===== src/rtl/spi_cmd_pkg.sv =====
// Opcodes, FSM states and fixed reply bytes shared by the SPI command decoder.
// SPI_CMD_BURST_EN adds the read-burst state.
package spi_cmd_pkg;

  localparam logic [7:0] CMD_READ      = 8'h01;
  localparam logic [7:0] CMD_WRITE     = 8'h02;
  localparam logic [7:0] CMD_ID        = 8'h9F;

  localparam logic [7:0] REPLY_TIMEOUT = 8'hEE;
  localparam logic [7:0] REPLY_FILL    = 8'h00;

  typedef enum logic [2:0] {
    ST_IDLE,
    ST_ADDR,
    ST_WDATA,
    ST_WR_WAIT,
    ST_RD_WAIT,
`ifdef SPI_CMD_BURST_EN
    ST_DISCARD,
    ST_RD_BURST
`else
    ST_DISCARD
`endif
  } state_e;

endpackage


===== src/rtl/spi_cmd_decoder_if.sv =====
// Simple req/ack register bus between the SPI command decoder and the register file.
interface spi_cmd_decoder_if #(
  parameter int unsigned ADDR_W = 8
);
  logic [ADDR_W-1:0] reg_addr;
  logic [7:0]        reg_wdata;
  logic              reg_we;
  logic              reg_re;
  logic [7:0]        reg_rdata;
  logic              reg_ack;

  modport master (
    output reg_addr, reg_wdata, reg_we, reg_re,
    input  reg_rdata, reg_ack
  );

  modport slave (
    input  reg_addr, reg_wdata, reg_we, reg_re,
    output reg_rdata, reg_ack
  );
endinterface


===== src/rtl/spi_cmd_timeout.sv =====
// Loadable down-counter: start reloads LIMIT-1, expired holds once it reaches zero
// until clear or a new start.
module spi_cmd_timeout #(
  parameter int unsigned LIMIT = 64
) (
  input  logic clk,
  input  logic rst_n,
  input  logic start,
  input  logic clear,
  output logic expired
);
  localparam int unsigned CW = (LIMIT > 1) ? $clog2(LIMIT) : 1;

  logic [CW-1:0] cnt_q;
  logic          run_q;

  always_ff @(posedge clk) begin
    if (!rst_n) begin
      cnt_q <= '0;
      run_q <= 1'b0;
    end else if (start) begin
      cnt_q <= CW'(LIMIT - 1);
      run_q <= 1'b1;
    end else if (clear) begin
      run_q <= 1'b0;
    end else if (run_q && cnt_q != '0) begin
      cnt_q <= cnt_q - CW'(1);
    end
  end

  assign expired = run_q && (cnt_q == '0);
endmodule


===== src/rtl/spi_cmd_decoder.sv =====
// Turns each SPI chip-select frame into one register-bus read or write and supplies
// the reply byte for the next transfer. Optional burst mode: SPI_CMD_BURST_EN.
module spi_cmd_decoder
  import spi_cmd_pkg::*;
#(
  parameter int unsigned ADDR_W      = 8,
  parameter logic [7:0]  DEVICE_ID   = 8'h5A,
  parameter int unsigned ACK_TIMEOUT = 64,
  parameter logic [7:0]  STATUS_BYTE = 8'hA5
) (
  input  logic                     clk,
  input  logic                     rst_n,
  input  logic                     cs_active,
  input  logic [7:0]               rx_data,
  input  logic                     rx_valid,
  output logic [7:0]               tx_data,
  output logic                     tx_load,
  spi_cmd_decoder_if.master        bus,
  output logic                     err_pulse,
  output logic                     busy
);

  state_e            state_q, state_n;
  logic [ADDR_W-1:0] addr_q, addr_n;
  logic [7:0]        wdata_q, wdata_n;
  logic [7:0]        tx_data_q, tx_data_n;
  logic              tx_load_q, tx_load_n;
  logic              we_q, we_n;
  logic              re_q, re_n;
  logic              err_q, err_n;
  logic              is_read_q, is_read_n;
  logic              armed_q, armed_n;
  logic              load_req;
  logic [7:0]        load_val;
  logic              tmr_start, tmr_clear, tmr_expired;

  spi_cmd_timeout #(.LIMIT(ACK_TIMEOUT)) u_timeout (
    .clk     (clk),
    .rst_n   (rst_n),
    .start   (tmr_start),
    .clear   (tmr_clear),
    .expired (tmr_expired)
  );

  // Bus completion is resolved first into state_n; the incoming byte is then
  // decoded against that updated state, so a coincident ack and byte both count.
  always_comb begin
    state_n   = state_q;
    addr_n    = addr_q;
    wdata_n   = wdata_q;
    we_n      = we_q;
    re_n      = re_q;
    is_read_n = is_read_q;
    err_n     = 1'b0;
    load_req  = 1'b0;
    load_val  = REPLY_FILL;
    tmr_start = 1'b0;
    tmr_clear = 1'b0;
    armed_n   = armed_q | ~cs_active;

    if (!cs_active) begin
      state_n   = ST_IDLE;
      we_n      = 1'b0;
      re_n      = 1'b0;
      tmr_clear = 1'b1;
    end else begin
      if (state_q == ST_WR_WAIT || state_q == ST_RD_WAIT) begin
        if (bus.reg_ack) begin
          we_n      = 1'b0;
          re_n      = 1'b0;
          tmr_clear = 1'b1;
          if (state_q == ST_RD_WAIT) begin
            load_req = 1'b1;
            load_val = bus.reg_rdata;
          end
`ifdef SPI_CMD_BURST_EN
          addr_n  = addr_q + ADDR_W'(1);
          state_n = (state_q == ST_RD_WAIT) ? ST_RD_BURST : ST_WDATA;
`else
          state_n = ST_DISCARD;
`endif
        end else if (tmr_expired) begin
          we_n      = 1'b0;
          re_n      = 1'b0;
          tmr_clear = 1'b1;
          err_n     = 1'b1;
          state_n   = ST_DISCARD;
          if (state_q == ST_RD_WAIT) begin
            load_req = 1'b1;
            load_val = REPLY_TIMEOUT;
          end
        end
      end

      if (rx_valid) begin
        case (state_n)
          ST_IDLE: begin
            // Only a frame whose start was observed is decoded.
            if (armed_q) begin
              case (rx_data)
                CMD_READ, CMD_WRITE: begin
                  state_n   = ST_ADDR;
                  is_read_n = (rx_data == CMD_READ);
                  load_req  = 1'b1;
                  load_val  = STATUS_BYTE;
                end
                CMD_ID: begin
                  state_n  = ST_DISCARD;
                  load_req = 1'b1;
                  load_val = DEVICE_ID;
                end
                default: begin
                  state_n = ST_DISCARD;
                  err_n   = 1'b1;
                end
              endcase
            end
          end
          ST_ADDR: begin
            addr_n = ADDR_W'(rx_data);
            if (is_read_q) begin
              re_n      = 1'b1;
              tmr_start = 1'b1;
              state_n   = ST_RD_WAIT;
            end else begin
              state_n  = ST_WDATA;
              load_req = 1'b1;
              load_val = REPLY_FILL;
            end
          end
          ST_WDATA: begin
            wdata_n   = rx_data;
            we_n      = 1'b1;
            tmr_start = 1'b1;
            state_n   = ST_WR_WAIT;
          end
          ST_WR_WAIT, ST_RD_WAIT: begin
            err_n = 1'b1;
          end
`ifdef SPI_CMD_BURST_EN
          ST_RD_BURST: begin
            re_n      = 1'b1;
            tmr_start = 1'b1;
            state_n   = ST_RD_WAIT;
          end
`endif
          ST_DISCARD: begin
            if (!load_req) begin
              load_req = 1'b1;
              load_val = REPLY_FILL;
            end
          end
          default: ;
        endcase
      end
    end

    tx_load_n = load_req && !tx_load_q;
    tx_data_n = tx_load_n ? load_val : tx_data_q;
  end

  always_ff @(posedge clk) begin
    if (!rst_n) begin
      state_q   <= ST_IDLE;
      addr_q    <= '0;
      wdata_q   <= '0;
      tx_data_q <= '0;
      tx_load_q <= 1'b0;
      we_q      <= 1'b0;
      re_q      <= 1'b0;
      err_q     <= 1'b0;
      is_read_q <= 1'b0;
      armed_q   <= 1'b0;
    end else begin
      state_q   <= state_n;
      addr_q    <= addr_n;
      wdata_q   <= wdata_n;
      tx_data_q <= tx_data_n;
      tx_load_q <= tx_load_n;
      we_q      <= we_n;
      re_q      <= re_n;
      err_q     <= err_n;
      is_read_q <= is_read_n;
      armed_q   <= armed_n;
    end
  end

  // Strobes fall in the same cycle chip-select is lost.
  assign bus.reg_we    = we_q && cs_active;
  assign bus.reg_re    = re_q && cs_active;
  assign bus.reg_addr  = addr_q;
  assign bus.reg_wdata = wdata_q;
  assign tx_data       = tx_data_q;
  assign tx_load       = tx_load_q;
  assign err_pulse     = err_q;
  assign busy          = (state_q != ST_IDLE);

endmodule


===== src/flat_wrapper.sv =====
// flat-port wrapper written by rule: the top's interface ports become plain ports
module spi_cmd_decoder_flat import spi_cmd_pkg::*;
#(
  parameter int unsigned ADDR_W      = 8,
  parameter logic [7:0]  DEVICE_ID   = 8'h5A,
  parameter int unsigned ACK_TIMEOUT = 64,
  parameter logic [7:0]  STATUS_BYTE = 8'hA5
)
  (clk, rst_n, cs_active, rx_data, rx_valid, tx_data, tx_load, err_pulse, busy, bus_reg_addr, bus_reg_wdata, bus_reg_we, bus_reg_re, bus_reg_rdata, bus_reg_ack);
  spi_cmd_decoder_if #(.ADDR_W(ADDR_W)) bus_i ();
  input  logic clk;
  input  logic rst_n;
  input  logic cs_active;
  input  logic [7:0] rx_data;
  input  logic rx_valid;
  output logic [7:0] tx_data;
  output logic tx_load;
  output logic err_pulse;
  output logic busy;
  output wire logic [$bits(bus_i.reg_addr)-1:0] bus_reg_addr;
  output wire logic [$bits(bus_i.reg_wdata)-1:0] bus_reg_wdata;
  output wire logic [$bits(bus_i.reg_we)-1:0] bus_reg_we;
  output wire logic [$bits(bus_i.reg_re)-1:0] bus_reg_re;
  input wire logic [$bits(bus_i.reg_rdata)-1:0] bus_reg_rdata;
  input wire logic [$bits(bus_i.reg_ack)-1:0] bus_reg_ack;
  assign bus_reg_addr = bus_i.reg_addr;
  assign bus_reg_wdata = bus_i.reg_wdata;
  assign bus_reg_we = bus_i.reg_we;
  assign bus_reg_re = bus_i.reg_re;
  assign bus_i.reg_rdata = bus_reg_rdata;
  assign bus_i.reg_ack = bus_reg_ack;
  spi_cmd_decoder #(.ADDR_W(ADDR_W), .DEVICE_ID(DEVICE_ID), .ACK_TIMEOUT(ACK_TIMEOUT), .STATUS_BYTE(STATUS_BYTE)) u_core (.clk(clk), .rst_n(rst_n), .cs_active(cs_active), .rx_data(rx_data), .rx_valid(rx_valid), .tx_data(tx_data), .tx_load(tx_load), .bus(bus_i), .err_pulse(err_pulse), .busy(busy));
endmodule

===== config.mk =====
export PLATFORM = sky130hd
export DESIGN_NAME = spi_cmd_decoder_flat
export DESIGN_NICKNAME = d
export VERILOG_FILES = /design/src/rtl/spi_cmd_pkg.sv /design/src/rtl/spi_cmd_decoder_if.sv /design/src/rtl/spi_cmd_timeout.sv /design/src/rtl/spi_cmd_decoder.sv /design/src/flat_wrapper.sv
export SDC_FILE = /design/constraint.sdc
export NUM_CORES = 1
export LEC_CHECK = 0
export CAP_MARGIN = 30
export CORE_MARGIN = 8
export CORE_UTILIZATION = 48
export DETAILED_ROUTE_END_ITERATION = 12
export PLACE_DENSITY = 0.87
export SETUP_SLACK_MARGIN = 0.2
export SLEW_MARGIN = 10
export SYNTH_ARGS = -nofsm -noshare
export SYNTH_HDL_FRONTEND = slang
export SYNTH_SLANG_ARGS = --single-unit

===== constraint.sdc =====
create_clock -name clk -period 2.1 [get_ports clk]
set_clock_uncertainty 0.1 [all_clocks]
set_input_delay 0.42 -clock clk [delete_from_list [all_inputs] [get_ports clk]]
set_output_delay 0.42 -clock clk [all_outputs]
set_load 0.01 [all_outputs]

Word-level counts from Yosys, hierarchy flattened --
Index checks and enable logic that the tools add are counted.
Cells by class: reduce and logical (&&, ||, !) cells 21, $add $sub $neg 1, equality and inequality tests 11, bitwise logic cells 2, mux-type cells 62
Operators by type and width (count):
- 8-bit 2-to-1 mux | 10
- 1-bit 2-to-1 mux | 35
- 3-bit 2-to-1 mux | 8
- 8-bit case mux with 3 select lines | 1
- 6-bit 2-to-1 mux | 3
- 8-bit case mux with 2 select lines | 1
- 3-bit by 2-bit equality test with 1-bit output (second input constant) | 3
- 3-bit equality test (second input constant) | 3
- 3-bit case mux with 3 select lines | 1
- 8-bit by 1-bit equality test with 1-bit output (second input constant) | 1
- 8-bit by 2-bit equality test with 1-bit output (second input constant) | 1
- 8-bit equality test (second input constant) | 1
- 6-bit logical NOT | 1
- 3-bit AND reduction | 2
- 6-bit nonzero test | 1
- 6-bit by 1-bit subtractor with 6-bit output (second input constant) | 1
- 1-bit logical AND | 5
- 5-bit AND reduction | 1
- 1-bit case mux with 2 select lines | 2
- 2-bit AND reduction | 2
- 2-bit nonzero test | 2
- 2-bit OR reduction | 2
- 3-bit by 1-bit equality test with 1-bit output (second input constant) | 1
- 3-bit logical NOT | 1
- other kinds (8) | 8
Storage, ports and cells: flip-flop bits (word level) 40, bits of input ports 21, logic and storage cells 109, output and inout bits 29

Logic depth before layout (Yosys ltp) --
depth in word-level cells 12, depth in mapped cells 7, gate-level depth less buffers 7

Modules after synthesis --
A second synthesis with hierarchy kept.
Second synthesis, totals: cell total of the unflattened synthesis 241, area total of the unflattened synthesis 2055.7 µm²
By module, submodules not included:
- spi_cmd_decoder | area an instance 1646.6 µm², sequential area each 660.6 µm², cells an instance 196, instances 1
- spi_cmd_timeout | area an instance 409.1 µm², sequential area each 140.1 µm², cells an instance 45, instances 1

Least setup slack after synthesis --
OpenSTA, ideal clock, no wires.
path kind input port to flip-flop, from input rx_data[7], to register u_core.tx_data_q[0] (netlist: u_core.tx_data[0]), slack 0.486 ns, arrival 1.395 ns, stages on the path 6, data required time 1.881 ns, setup time 0.119 ns, path buffers 1, cell sequence nor4_2 nand3_2 a21oi_1 o221ai_2 buf_6 mux2i_1
On the way: cells in the longest elaborated chain, start to end 8, elaborated cells between the ends (all ways) 16, those cells by class 3 x eq/ne; 10 x mux; 3 x reduce/logical
RTL lines:
- start: declaration | line flat_wrapper.sv:14 | input logic [7:0] rx_data;
- 8-bit equality test, or another cell as far along | line spi_cmd_decoder.sv:100 | case (rx_data)
- 3-bit OR reduction (no line)
- 1-bit 2-to-1 mux | line spi_cmd_decoder.sv:100
- 1-bit 2-to-1 mux | line spi_cmd_decoder.sv:99 | if (armed_q) begin
- 1-bit case mux with 3 select lines | line spi_cmd_decoder.sv:96 | case (state_n)
- 1-bit 2-to-1 mux | line spi_cmd_decoder.sv:95 | if (rx_valid) begin
- 1-bit 2-to-1 mux | line spi_cmd_decoder.sv:61 | if (!cs_active) begin
- 1-bit logical AND | line spi_cmd_decoder.sv:158 | tx_load_n = load_req && !tx_load_q;
- end signal: assignment | line spi_cmd_decoder.sv:178 | tx_data_q <= tx_data_n;
- end: declaration | line spi_cmd_decoder.sv:26 | logic [7:0] tx_data_q, tx_data_n;
Several ways; a longest one is shown, not always the timed one. A chain may end at the register's enable or synchronous reset.

Worst setup path after layout --
from input rx_valid, to register u_core.wdata_q[3] (netlist: u_core.bus.reg_wdata[3])
On the way: cells in the longest elaborated chain, start to end 1
RTL lines:
- start: declaration | line flat_wrapper.sv:15 | input logic rx_valid;
- 3-bit AND reduction (no line)
- end signal: assignment | line spi_cmd_decoder.sv:177 | wdata_q <= wdata_n;
- end: declaration | line spi_cmd_decoder.sv:25 | logic [7:0] wdata_q, wdata_n;
No other way between the ends.

==> impl_metrics.json <==
{
  "core_area_mm2": 0.003971,
  "total_power_mw": 1.503,
  "worstReg2RegStart": "u_core.u_timeout.cnt_q[0]",
  "hold_buffers": 0,
  "first_global_vias": 1906,
  "cts_root_buf": "clkbuf_8",
  "overflow": 0,
  "fin_util": 0.7347,
  "drive_gt1_frac": 0.2092,
  "cp-start-kind": "input pin",
  "maxCapViolations": 0,
  "stdcell_area_mm2": 0.002918,
  "synth_nets": 250,
  "synth_area_leaders": "dfxtp_1, mux2i_1, nand2_1, nor2_1, a21oi_1",
  "finalWirelength_mm": 5.635,
  "min_to": "u_core.bus.reg_addr[0]",
  "dieWidth_um": 80.06,
  "antenna_found_initial": 0,
  "final_nets": 328,
  "drc_errors": 0,
  "clock_latency_ns": 0.30,
  "numCtsBuffers": 5,
  "async_reset_ff_frac": 0,
  "cts-htree-levels": 2,
  "ys_seq_area_frac": 0.4066,
  "dr.pass1.iters": 4,
  "cts_tree": "built",
  "track_usage": 0.1762,
  "die_area_mm2": 0.006409,
  "cts_buffer_depth": 2,
  "die_h_um": 80.06,
  "worstSetupPathType": "input pin to flop",
  "slew-limit-headroom": 0.4890,
  "tightest_slew_ns": 0.7656,
  "critPathTopFamily": "buffers and inverters",
  "hold_ws_ns": 0.3610,
  "pre_cts_slack_ns": -0.1564,
  "finalCriticalPeriod_ns": 1.852,
  "required_ns": 2.15,
  "finalHoldViolations": 0,
  "hold_start": "u_core.bus.reg_addr[0]",
  "p_leak_nw": 1.158,
  "setup_violations": 0,
  "grt_pass1_wl_mm": 8.963,
  "max_freq_mhz": 540.1,
  "ant_nets": 0,
  "whs_path_depth": 2,
  "avgRoutedWirePerCell_um": 15.83,
  "setup_ws_ns": 0.2484,
  "yosysWarnings": 0,
  "p_per_area_mw_per_mm2": 515.3,
  "gp_congestion": 0.8967,
  "vdd_drop_max_uv": 425.5,
  "port_buffers": 49,
  "diodes": 0,
  "r2r_cells": 6,
  "first_iter_violations": 164,
  "grt_start_max_net_pins": 26,
  "status": "finished clean",
  "start_util": 0.4959,
  "synth-edff-count": 0,
  "synth_top_area_frac": 0.4066,
  "clk_pin_slew_ns": 0.07,
  "post-synth-top-count-cell": "dfxtp_1",
  "slowest_delay_ns": 0.53,
  "clock-sinks": 40,
  "avgSynthCellArea_um2": 8.676,
  "critical_path_buf_inv_count": 3,
  "place_hpwl_mm": 4.105,
  "fin_crit_sh": 0.8817,
  "ioPinCount": 50,
  "synth-seq-cells": 40,
  "synth_area_leader_cell": "dfxtp_1",
  "path_cells": "clkdlybuf4s50_1 > nor2b_4 > buf_4 > and3_4 > buf_12 > mux2i_1 > nor2_1",
  "r2r-end": "u_core.tx_data[0]",
  "cp_data_arrival_time_ns": 1.90,
  "area_growth_pct": 48.16,
  "n_fill_cell": 302,
  "cp_max_fo": 8,
  "rrSetupSlack_ns": 0.31,
  "slew_viol_final": 0,
  "ys_types": 49,
  "post_drt_via_cell_ratio": 5.514,
  "worst_setup_path_end_kind": "flop",
  "post_dp_cell_area_mm2": 0.002746,
  "synthTopCellsByCount": "dfxtp_1, nand2_1, nor2_1, mux2i_1, a21oi_1",
  "rsz0062_at_grt": "false",
  "hold_class": "flop to flop",
  "num_vias": 1963,
  "rows": 23,
  "crit_slowest_cell": "clkdlybuf4s50_1",
  "synth_flop_cell": "dfxtp_1",
  "synth_cells": 227,
  "syn_area_mm2": 0.001969
}
[placed cells by master, fill, tap and decap left out, types with 4 or more instances in the layout]
cell,count
a21oi_1,15
a22oi_1,8
buf_4,31
clkbuf_8,6
clkdlybuf4s50_1,40
dfxtp_1,37
dlymetal6s2s_1,7
inv_1,8
mux2i_1,17
nand2_1,33
nand3_1,12
nor2_1,22
o21ai_0,5
xor2_1,4
[cell families (layout without fill, tap and decap cells)]
family	after synthesis	after routing	share of synthesized area
XOR/XNOR	6	6	0.02668
AND/OR/NAND/NOR	92	92	0.2433
adder cells (fa/ha/maj)	2	2	0.01270
buffers and inverters	20	99	0.04638
flip-flops	40	40	0.4066
multiplexers	18	18	0.09212
AO/OA/AOI/OAI	49	49	0.1722
[how the worst max path moves through the flow]
stage | startpoint | end | slack, ns | cells after the start
after CTS | u_core.state_q[2] | busy | 0.20 | 3
after global routing | rx_valid | u_core.bus.reg_wdata[3] | 0.18 | 7
after detailed placement | rx_data[7] | u_core.is_read_q | -0.16 | 7
after floorplan | rx_data[7] | u_core.tx_data[0] | 0.49 | 6
final | rx_valid | u_core.bus.reg_wdata[3] | 0.25 | 7
after global placement | rx_data[7] | u_core.is_read_q | -0.08 | 7
[worst min-delay path, stage by stage (launching register included)]
cell and delay (ns):
dfxtp_1 0.31, nand2_1 0.05, a21oi_1 0.05
[registers in the layout (all words and copies together) (netlist names)]
register                flops
u_core.bus.reg_addr         8
u_core.bus.reg_wdata        8
u_core.tx_data              8
u_core.u_timeout.cnt_q      6
u_core.state_q              3
u_core.armed_q              1
u_core.err_pulse            1
u_core.is_read_q            1
u_core.re_q                 1
u_core.tx_load              1
u_core.u_timeout.run_q      1
u_core.we_q                 1
[power by group]
group	internal [mW]	switching, mW
Combinational	0.111	0.0979
Clock	0.262	0.263
Sequential	0.763	0.00642
Total	1.14	0.367
[cell type report]
cell class | count | area (um2) | share of cell area
multi-input combinational | 167 | 1121 | 0.3842
sequential | 40 | 812.0 | 0.2783
timing repair buffer | 83 | 799.5 | 0.2740
clock buffer | 6 | 82.58 | 0.02830
tap | 50 | 62.56 | 0.02144
inverter | 8 | 30.03 | 0.01029
clock inverter | 2 | 10.01 | 0.003431
[routing by layer]
layer,GRT usage,vias up,part of all wire
li1,-,965,-
met1,0.2025,915,0.41
met2,0.2894,73,0.48
met3,0.07031,10,0.092
met4,0.06000,0,0.015
met5,0,-,0
[per-stage QoR]
stage	instances	setup TNS (ns)
finish	356	0
global route	356	0
CTS	356	0
detailed placement	347	-1.566
global placement	347	-0.9789
floorplan	227	0
[timing repair]
| action | in CTS | in global routing |
|---|---|---|
| gates resized for setup | 10 | 15 |
| pin swaps | 0 | 1 |
| buffers inserted | 1 | 0 |
| hold endpoints to repair | 0 | 0 |
| endpoints found under the setup margin | 5 | 25 |
| cloned | 0 | 0 |
Note: power is estimated with default switching activity, not from simulation.
